### config.mk
export PLATFORM = sky130hd
export DESIGN_NAME = int_arbiter
export DESIGN_NICKNAME = d
export VERILOG_FILES = /design/src/rtl/int_pkg.sv /design/src/rtl/prio_enc.sv /design/src/rtl/int_arbiter.sv
export SDC_FILE = /design/constraint.sdc
export NUM_CORES = 1
export LEC_CHECK = 0
export CAP_MARGIN = 20
export CORE_ASPECT_RATIO = 0.6
export CORE_MARGIN = 3
export CORE_UTILIZATION = 31
export DETAILED_ROUTE_END_ITERATION = 8
export HOLD_SLACK_MARGIN = 0.03
export PLACE_DENSITY = 0.79
export SETUP_SLACK_MARGIN = 0.5
export SLEW_MARGIN = 20
export SYNTH_ARGS = -nofsm -noshare
export SYNTH_HDL_FRONTEND = slang
export SYNTH_SLANG_ARGS = --single-unit
### constraint.sdc
create_clock -name clk -period 1.6 [get_ports clk]
set_clock_uncertainty 0.1 [all_clocks]
set_input_delay 0.16 -clock clk [delete_from_list [all_inputs] [get_ports clk]]
set_output_delay 0.16 -clock clk [all_outputs]
set_load 0.02 [all_outputs]
### src/rtl/int_pkg.sv
// Shared state encoding and constants for the interrupt arbiter.
package int_pkg;

    localparam int unsigned MAX_NUM_SRC        = 16;
    localparam int unsigned DEF_EXT_CAUSE_BASE = 16;
    localparam logic [31:0] SYSCALL_CAUSE      = 32'd8;

    typedef enum logic [1:0] {
        ST_IDLE    = 2'd0,
        ST_REQ     = 2'd1,
        ST_SERVICE = 2'd2
    } state_e;

    function automatic int unsigned idx_width(input int unsigned n);
        return (n > 1) ? $clog2(n) : 1;
    endfunction

endpackage

### src/rtl/prio_enc.sv
// Lowest-index-wins priority encoder: index of the lowest set request bit plus a valid flag.
module prio_enc
    import int_pkg::*;
#(
    parameter int unsigned W     = 8,
    parameter int unsigned IDX_W = idx_width(W)
) (
    input  logic [W-1:0]     req_i,
    output logic [IDX_W-1:0] idx_o,
    output logic             valid_o
);

    // NOTE: every output gets a default before the loop so no latch is inferred.
    always_comb begin
        idx_o   = '0;
        valid_o = 1'b0;
        for (int i = int'(W) - 1; i >= 0; i--) begin
            if (req_i[i]) begin
                idx_o   = IDX_W'(i);
                valid_o = 1'b1;
            end
        end
    end

endmodule

### src/rtl/int_arbiter.sv
// Exception/interrupt arbiter feeding the control FSM (syscall plus NUM_SRC masked sources).
// Define INT_EDGE_EN for edge-captured pending bits; default build passes irq through as level.
module int_arbiter
    import int_pkg::*;
#(
    parameter int unsigned NUM_SRC        = 8,
    parameter int unsigned EXT_CAUSE_BASE = DEF_EXT_CAUSE_BASE
) (
    input  logic               clk,
    input  logic               reset,
    input  logic [NUM_SRC-1:0] irq,
    input  logic               mask_we,
    input  logic [NUM_SRC-1:0] mask_wdata,
    input  logic               syscall,
    input  logic               eret,
    input  logic               int_ack,
    output logic               int_req,
    output logic [31:0]        int_cause,
    output logic               int_enable,
    output logic [NUM_SRC-1:0] int_mask,
    output logic [NUM_SRC-1:0] int_pending
);

    localparam int unsigned IDX_W = idx_width(NUM_SRC);

    state_e             state_q, state_d;
    logic               ie_q, ie_d;
    logic [NUM_SRC-1:0] mask_q, mask_d;
    logic [31:0]        cause_q, cause_d;
    logic [NUM_SRC-1:0] pending;
    logic [IDX_W-1:0]   win_idx;
    logic               win_valid;
    logic               take_sys, take_ext, ack_fire, eret_fire;

    prio_enc #(.W(NUM_SRC), .IDX_W(IDX_W)) u_prio_enc (
        .req_i   (pending & mask_q),
        .idx_o   (win_idx),
        .valid_o (win_valid)
    );

    // Syscall bypasses the global enable; external sources need it.
    assign take_sys  = (state_q == ST_IDLE) && syscall;
    assign take_ext  = (state_q == ST_IDLE) && !syscall && ie_q && win_valid;
    assign ack_fire  = (state_q == ST_REQ) && int_ack;
    assign eret_fire = (state_q == ST_SERVICE) && eret;

    always_comb begin
        state_d = state_q;
        ie_d    = ie_q;
        cause_d = cause_q;
        mask_d  = mask_we ? mask_wdata : mask_q;
        if (take_sys) begin
            state_d = ST_REQ;
            cause_d = SYSCALL_CAUSE;
        end else if (take_ext) begin
            state_d = ST_REQ;
            cause_d = 32'(EXT_CAUSE_BASE) + 32'(win_idx);
        end else if (ack_fire) begin
            state_d = ST_SERVICE;
            ie_d    = 1'b0;
        end else if (eret_fire) begin
            state_d = ST_IDLE;
            ie_d    = 1'b1;
        end
    end

    // NOTE: asynchronous reset in the sensitivity list; all state uses non-blocking assignment.
    always_ff @(posedge clk or posedge reset) begin
        if (reset) begin
            state_q <= ST_IDLE;
            ie_q    <= 1'b1;
            mask_q  <= '1;
            cause_q <= '0;
        end else begin
            state_q <= state_d;
            ie_q    <= ie_d;
            mask_q  <= mask_d;
            cause_q <= cause_d;
        end
    end

`ifdef INT_EDGE_EN
    logic [NUM_SRC-1:0] irq_prev_q, pend_q, pend_d, clr;
    logic [IDX_W-1:0]   srv_idx_q, srv_idx_d;
    logic               srv_ext_q, srv_ext_d;

    // Remember which source was granted so the ack clears only that bit; a new rise wins.
    always_comb begin
        srv_idx_d = srv_idx_q;
        srv_ext_d = srv_ext_q;
        if (take_sys) begin
            srv_ext_d = 1'b0;
        end else if (take_ext) begin
            srv_ext_d = 1'b1;
            srv_idx_d = win_idx;
        end
        clr    = (ack_fire && srv_ext_q) ? (NUM_SRC'(1) << srv_idx_q) : '0;
        pend_d = (pend_q & ~clr) | (irq & ~irq_prev_q);
    end

    always_ff @(posedge clk or posedge reset) begin
        if (reset) begin
            irq_prev_q <= '0;
            pend_q     <= '0;
            srv_idx_q  <= '0;
            srv_ext_q  <= 1'b0;
        end else begin
            irq_prev_q <= irq;
            pend_q     <= pend_d;
            srv_idx_q  <= srv_idx_d;
            srv_ext_q  <= srv_ext_d;
        end
    end

    assign pending = pend_q;
`else
    assign pending = irq;
`endif

    assign int_req     = (state_q == ST_REQ);
    assign int_cause   = cause_q;
    assign int_enable  = ie_q;
    assign int_mask    = mask_q;
    assign int_pending = pending;

endmodule

* Word-level counts from Yosys, hierarchy flattened
Cells that the tools add are included.
** Storage, ports and cells
- Bits in registers :: 43
- Bits of input ports :: 22
- Output and inout port bits :: 50
- Logic and storage cells :: 46
** Cells by class
- Add/sub/neg operators :: 1
- Equality and inequality tests :: 2
- Muxes and demuxes :: 24
- Bitwise operators :: 3
- Reductions and logical operators :: 12
** Operator list (count)
- $mux W32 :: 2
- $mux W3 :: 8
- $mux W1 :: 10
- $and A8 B8 Y8 :: 1
- $mux W2 :: 4
- $add A5 B3 Y6 const A :: 1
- $logic_and A1 B1 Y1 :: 6
- $reduce_bool A2 Y1 :: 2
- $reduce_bool A4 Y1 :: 1
- $reduce_and A3 Y1 :: 1
- $eq A2 B1 Y1 const B :: 1
- $eq A2 B2 Y1 const B :: 1
- $logic_not A2 Y1 :: 1
- $not A1 Y1 :: 2
- $logic_not A1 Y1 :: 1

* Depth between registers and ports, before layout
- Depth after elaboration :: 12
- Gate-level depth with buffers :: 5
- Depth with buffers taken out :: 5

* Modules after synthesis
Synthesis repeated with hierarchy kept, for this count alone.
** Second synthesis, totals
- Cells, all modules :: 104
- Area total of the unflattened synthesis :: 1046.0 um^2
** By module, submodules not included
- int_arbiter :: instances 1, cells each 91, area each 965.9 um^2, sequential area each 411.6 um^2
- prio_enc :: instances 1, cells each 13, area each 80.1 um^2, sequential area each 0.0 um^2

* Least setup slack after synthesis
Ideal clock, no wire load.
- Path kind :: reg-to-reg
- From :: register mask_q[6] (netlist: int_mask[6])
- To :: register cause_q[0] (netlist: int_cause[0])
- Library setup time :: 0.126 ns
- Arrival :: 1.311 ns
- Data required time :: 1.374 ns
- Slack :: 0.063 ns
- Cell stages (with the launch flop) :: 6
- Path buffers :: 0
- Period minus slack after synthesis :: 1.537 ns
- Cells stage by stage :: dfstp_2 -> nand2_1 -> a32o_1 -> a22o_1 -> a21boi_1 -> o22ai_1
** On the way
- Longest elaborated chain between the ends :: 11
- Elaborated cells on any way between the ends :: 20
- Those cells by class :: add/sub (1); mux (16); bitwise (1); reduce/logical (2)
** RTL lines
- start: declaration :: line int_arbiter.sv:28 : logic [NUM_SRC-1:0] mask_q, mask_d;
- start signal: assignment :: line int_arbiter.sv:77 : mask_q <= mask_d;
- $and A8 B8 Y8 * :: line int_arbiter.sv:36 : .req_i (pending & mask_q),
- $mux W3 (7 in a row) :: line prio_enc.sv:18 : if (req_i[i]) begin
- $add A5 B3 Y6 :: line int_arbiter.sv:57 : cause_d = 32'(EXT_CAUSE_BASE) + 32'(win_idx);
- $mux W32 :: line int_arbiter.sv:55 : end else if (take_ext) begin
- $mux W32 :: line int_arbiter.sv:52 : if (take_sys) begin
- end signal: assignment :: line int_arbiter.sv:78 : cause_q <= cause_d;
- end: declaration :: line int_arbiter.sv:29 : logic [31:0] cause_q, cause_d;
Mark *: on every way between the ends. The rest lies on a longest branch, timed or not. The select of a mux whose other input is x is not followed.
A chain may end at the register's enable or synchronous reset.

* Final worst setup path
Same ends and word-level chain as after synthesis.

==> impl_results.md <==
- Outcome: completed
- Initial antenna violation count: 0
- Final Hold Vio Count: 0
- FMAX: 677 MHz
- Fraction of synthesized cell area in xor and xnor cells: 0%
- Path type of the worst min-delay path: primary input to async pin
- Simple-gate portion of the synthesized area: 10.1%
- Worst R2R Start: int_mask[6]$_DFFE_PP1P_
- Number of buffers inserted by hold repair at cts: 0
- Die Y-Extent: 50.8 microns
- First-pass iteration count of the detailed router: 3
- Post-synthesis mux area share: 8.70%
- Most instantiated cells after synthesis: sky130_fd_sc_hd__buf_4 (35), sky130_fd_sc_hd__nand2_1 (10), sky130_fd_sc_hd__dfstp_2 (9), sky130_fd_sc_hd__mux2_2 (8), sky130_fd_sc_hd__dfrtp_1 (7)
- Via count: 820
- Via count of the first global-routing pass: 800
- Number of buffers on the longest clock path: 2
- Core area: 0.00302 sq mm
- I/O Buffers: 44
- Total Nets Final: 177
- Cell with the biggest individual delay on the critical path: sky130_fd_sc_hd__dfstp_2
- Final worst path period share: 92.3%
- Share of synthesized flip-flops with an asynchronous set or reset: 100%
- Share of the synthesized area in the top cell type: 25.4%
- Overall track demand over capacity in global routing: 12.5%
- P_int: 0.00122 W
- Leakage power summed over all cells: 0.763 nW
- Setup crit start kind: flip-flop
- Distinct cell type count after synthesis: 26
- PnR Total Power: 0.00193 W
- Endpoint of the lowest-slack register-to-register path: int_cause[0]$_DFFE_PP0P_
- Post-DR vias/cell: 4.18
- Worst stage delay on the critical path: 0.54 ns
- Number of antenna cells inserted: 0
- Total net switching power: 0.000712 W
- Max Slew Vio Count: 0
- Width of the die: 80.6 microns
- First-pass GRT wire length: 3.91 mm
- Library cell occupying the most area in the post-synthesis netlist: sky130_fd_sc_hd__buf_4
- Rows: 15
- Area Growth Syn to Fin: 46.1%
- Netlist area before placement: 0.00104 sq mm
- Clk Latency, worst-skew pair: 0.25 ns
- Seq/Total Area, Yosys: 39.7%
- Root buffer cell: sky130_fd_sc_hd__clkbuf_8
- Total of warnings raised by yosys: 0
- Count of unresolved DRC violations after routing: 0
- Number of buffers created by CTS: 3
- Arithmetic-cell share of the synthesized area counting full adders, half adders and majority gates: 0%
- RSZ-0062 raised after global routing: yes
- Number of synthesized flops with an enable pin: 0
- Clock sink total: 16
- Proportion of total power due to net switching: 36.9%
- Dominant synthesized flop cell: sky130_fd_sc_hd__dfstp_2
- Critical Path End: int_cause[0]$_DFFE_PP0P_
- DP Wirelength: 1.97 mm
- Largest net degree at the start of global routing: 17
- Starting Density: 34.3%
- Register clock-pin slew on the reported worst setup and hold paths: 0.07 ns
- Gate Count Post-Synth: 102
- Gate power share: 48.8%
- Critical path origin: int_mask[6]$_DFFE_PP1P_
- H-tree depth: 1
- Data arrival time of the critical path: 1.52 ns
- Max-Cap Viols: 0
- Share of final-layout standard cells stronger than drive strength 1: 44.8%
- Placed Instances: 181
- CP Capture Type: flip-flop
- Compound-gate portion of the synthesized area: 14.3%
- Required time of the worst setup path: 1.64 ns
- IR drop worst, VDD: 0.000574 V
- Post-route insts no fill: 196
- Main combinational cell family by area after synthesis: buffers and inverters
- Most frequent cell after synthesis: sky130_fd_sc_hd__buf_4
- Clock tree from TritonCTS: yes
- Placer's final routability congestion estimate: 0.741
- Worst R2R Setup Slack: 0.12 ns
- Overflow after GRT: 0
- Iteration-0 DRC count of the detailed router: 53
- Clock network fraction of design power: 18.8%
- Filler cell count in the final layout: 278
- Largest fanout on the critical path: 3
- Final min period: 1.48 ns
- Average routed wire per standard cell: 13.4 microns
- Startpoint-to-endpoint class of the critical path: flip-flop to flip-flop
- Register bit total from synthesis: 16
- Setup violators final: 0
- Post-route ant nets: 0
- Worst-Margin Slew: 0.643 ns
- WHS: 0.193 ns
- Total wire length: 2.62 mm
- Die area: 0.00409 sq mm
- Largest cells by area after synthesis: sky130_fd_sc_hd__buf_4 (25%), sky130_fd_sc_hd__dfstp_2 (23%), sky130_fd_sc_hd__dfrtp_1 (17%), sky130_fd_sc_hd__mux2_2 (8.7%), sky130_fd_sc_hd__nand2_1 (3.6%)
- Power per unit of standard cell area: 1280 mW/mm^2
- Setup TNS: 0 ns
- Sequential cell fraction of total power: 32.3%
- Mean cell area of the mapped netlist: 10.2 sq um
- Rel. slew slack: 57.1%
- Cell Chain, Critical Path: nand2_1 -> a32o_2 -> a22o_1 -> a21boi_1 -> o22ai_1
- Top-level I/O count: 72
- Worst reg-to-reg path cell count: 5
-- metrics by stage --
stage	utilization (%)	worst slack, ns	cell area [sq um]
6_report	50.1	0.123	1510
5_1_grt	50.1	0.0869	1510
4_1_cts	47.9	0.136	1450
3_5_place_dp	45.9	-0.0946	1390
3_3_place_gp	45.9	-0.0580	1390
2_1_floorplan	-	0.119	1140
-- state kept, by name (all words and copies together) (netlist names) --
register / cells
int_mask: 8
int_cause: 5
state_q: 2
int_enable: 1
-- power by group through the flow --
| stage | combinational [W] | clock [W] | sequential, W |
|---|---|---|---|
| CTS | 0.000843 | 0.000377 | 0.000617 |
| floorplan | 0.000410 | 0 | 0.000730 |
| global placement | 0.000781 | 0 | 0.000637 |
| detailed placement | 0.000799 | 0 | 0.000641 |
| global route | 0.00102 | 0.000396 | 0.000642 |
| finish | 0.000943 | 0.000364 | 0.000625 |
-- cell usage in the layout (no fill, tap or decap) --
| cell | count |
|---|---|
| sky130_fd_sc_hd__conb_1 | 27 |
| sky130_fd_sc_hd__buf_4 | 20 |
| sky130_fd_sc_hd__clkdlybuf4s50_1 | 13 |
| sky130_fd_sc_hd__buf_6 | 12 |
| sky130_fd_sc_hd__nand2_1 | 10 |
| sky130_fd_sc_hd__dfstp_2 | 9 |
| sky130_fd_sc_hd__mux2_2 | 8 |
| sky130_fd_sc_hd__dlygate4sd2_1 | 7 |
| sky130_fd_sc_hd__dfrtp_1 | 7 |
| sky130_fd_sc_hd__buf_2 | 5 |
| sky130_fd_sc_hd__clkbuf_8 | 4 |
| sky130_fd_sc_hd__a22o_1 | 3 |
| sky130_fd_sc_hd__o21ai_0 | 3 |
| sky130_fd_sc_hd__inv_1 | 3 |
| sky130_fd_sc_hd__nor2_1 | 2 |
| sky130_fd_sc_hd__a21oi_1 | 2 |
| sky130_fd_sc_hd__a32o_2 | 1 |
| sky130_fd_sc_hd__a21boi_1 | 1 |
| sky130_fd_sc_hd__a22oi_4 | 1 |
| sky130_fd_sc_hd__nand2b_4 | 1 |
| sky130_fd_sc_hd__a22oi_2 | 1 |
| sky130_fd_sc_hd__nand3_2 | 1 |
| sky130_fd_sc_hd__and2_1 | 1 |
| sky130_fd_sc_hd__o21a_4 | 1 |
| sky130_fd_sc_hd__o22ai_1 | 1 |
| sky130_fd_sc_hd__and2_2 | 1 |
| sky130_fd_sc_hd__nor2_4 | 1 |
| sky130_fd_sc_hd__and3_1 | 1 |
| sky130_fd_sc_hd__a32o_1 | 1 |
| sky130_fd_sc_hd__o21ai_2 | 1 |
| sky130_fd_sc_hd__nor2b_4 | 1 |
| sky130_fd_sc_hd__o21ai_1 | 1 |
| sky130_fd_sc_hd__a211o_1 | 1 |
| sky130_fd_sc_hd__nor2_2 | 1 |
| sky130_fd_sc_hd__dlymetal6s2s_1 | 1 |
-- critical path, delay by kind of cell, from the launching register on --
kind | cells | cell delay, ns
DFF | 1 | 0.54
AOI/OAI and AO/OA | 4 | 0.67
and+or+nand+nor | 1 | 0.06
-- worst min-delay path by stage --
stage | start | cells past startpoint | endpoint
floorplan | reset | 1 | int_cause[0]$_DFFE_PP0P_
global placement | int_cause[2]$_DFFE_PP0P_ | 1 | int_cause[2]$_DFFE_PP0P_
detailed placement | int_cause[4]$_DFFE_PP0P_ | 2 | int_cause[4]$_DFFE_PP0P_
CTS | reset | 2 | int_cause[0]$_DFFE_PP0P_
global route | reset | 2 | int_cause[3]$_DFFE_PP0P_
finish | reset | 2 | int_cause[0]$_DFFE_PP0P_
-- cells by family (layout without fill, tap and decap cells) --
logic type      after synthesis  after routing
compound gates               18             18
mux                           8              8
other cells                   1             27
buf+inv                      39             65
flops                        16             16
simple gates                 20             20
-- timing repair --
action                                  in CTS  in global routing
endpoints found under the setup margin      37                 19
pin swaps                                    2                  6
setup buffers                                8                  3
gates resized for setup                    119                 18
-- per-layer routing --
metal / vias up / global-route usage, % / share of wire [%]
li1: 386 / - / -
met1: 394 / 16.1 / 42
met2: 35 / 20.3 / 48
met3: 5 / 4.66 / 8.4
met4: 0 / 1.69 / 1.1
met5: - / 0 / 0
-- area by class of cell --
type / instances / area, sq um / share of cell area [%]
Multi-Input combinational cell: 73 / 469 / 31.0
Clock buffer: 4 / 55.1 / 3.64
Sequential cell: 16 / 412 / 27.2
Inverter: 3 / 11.3 / 0.744
Tap cell: 42 / 52.6 / 3.47
Timing Repair Buffer: 58 / 514 / 34.0
(Power assumes the default switching activity.)
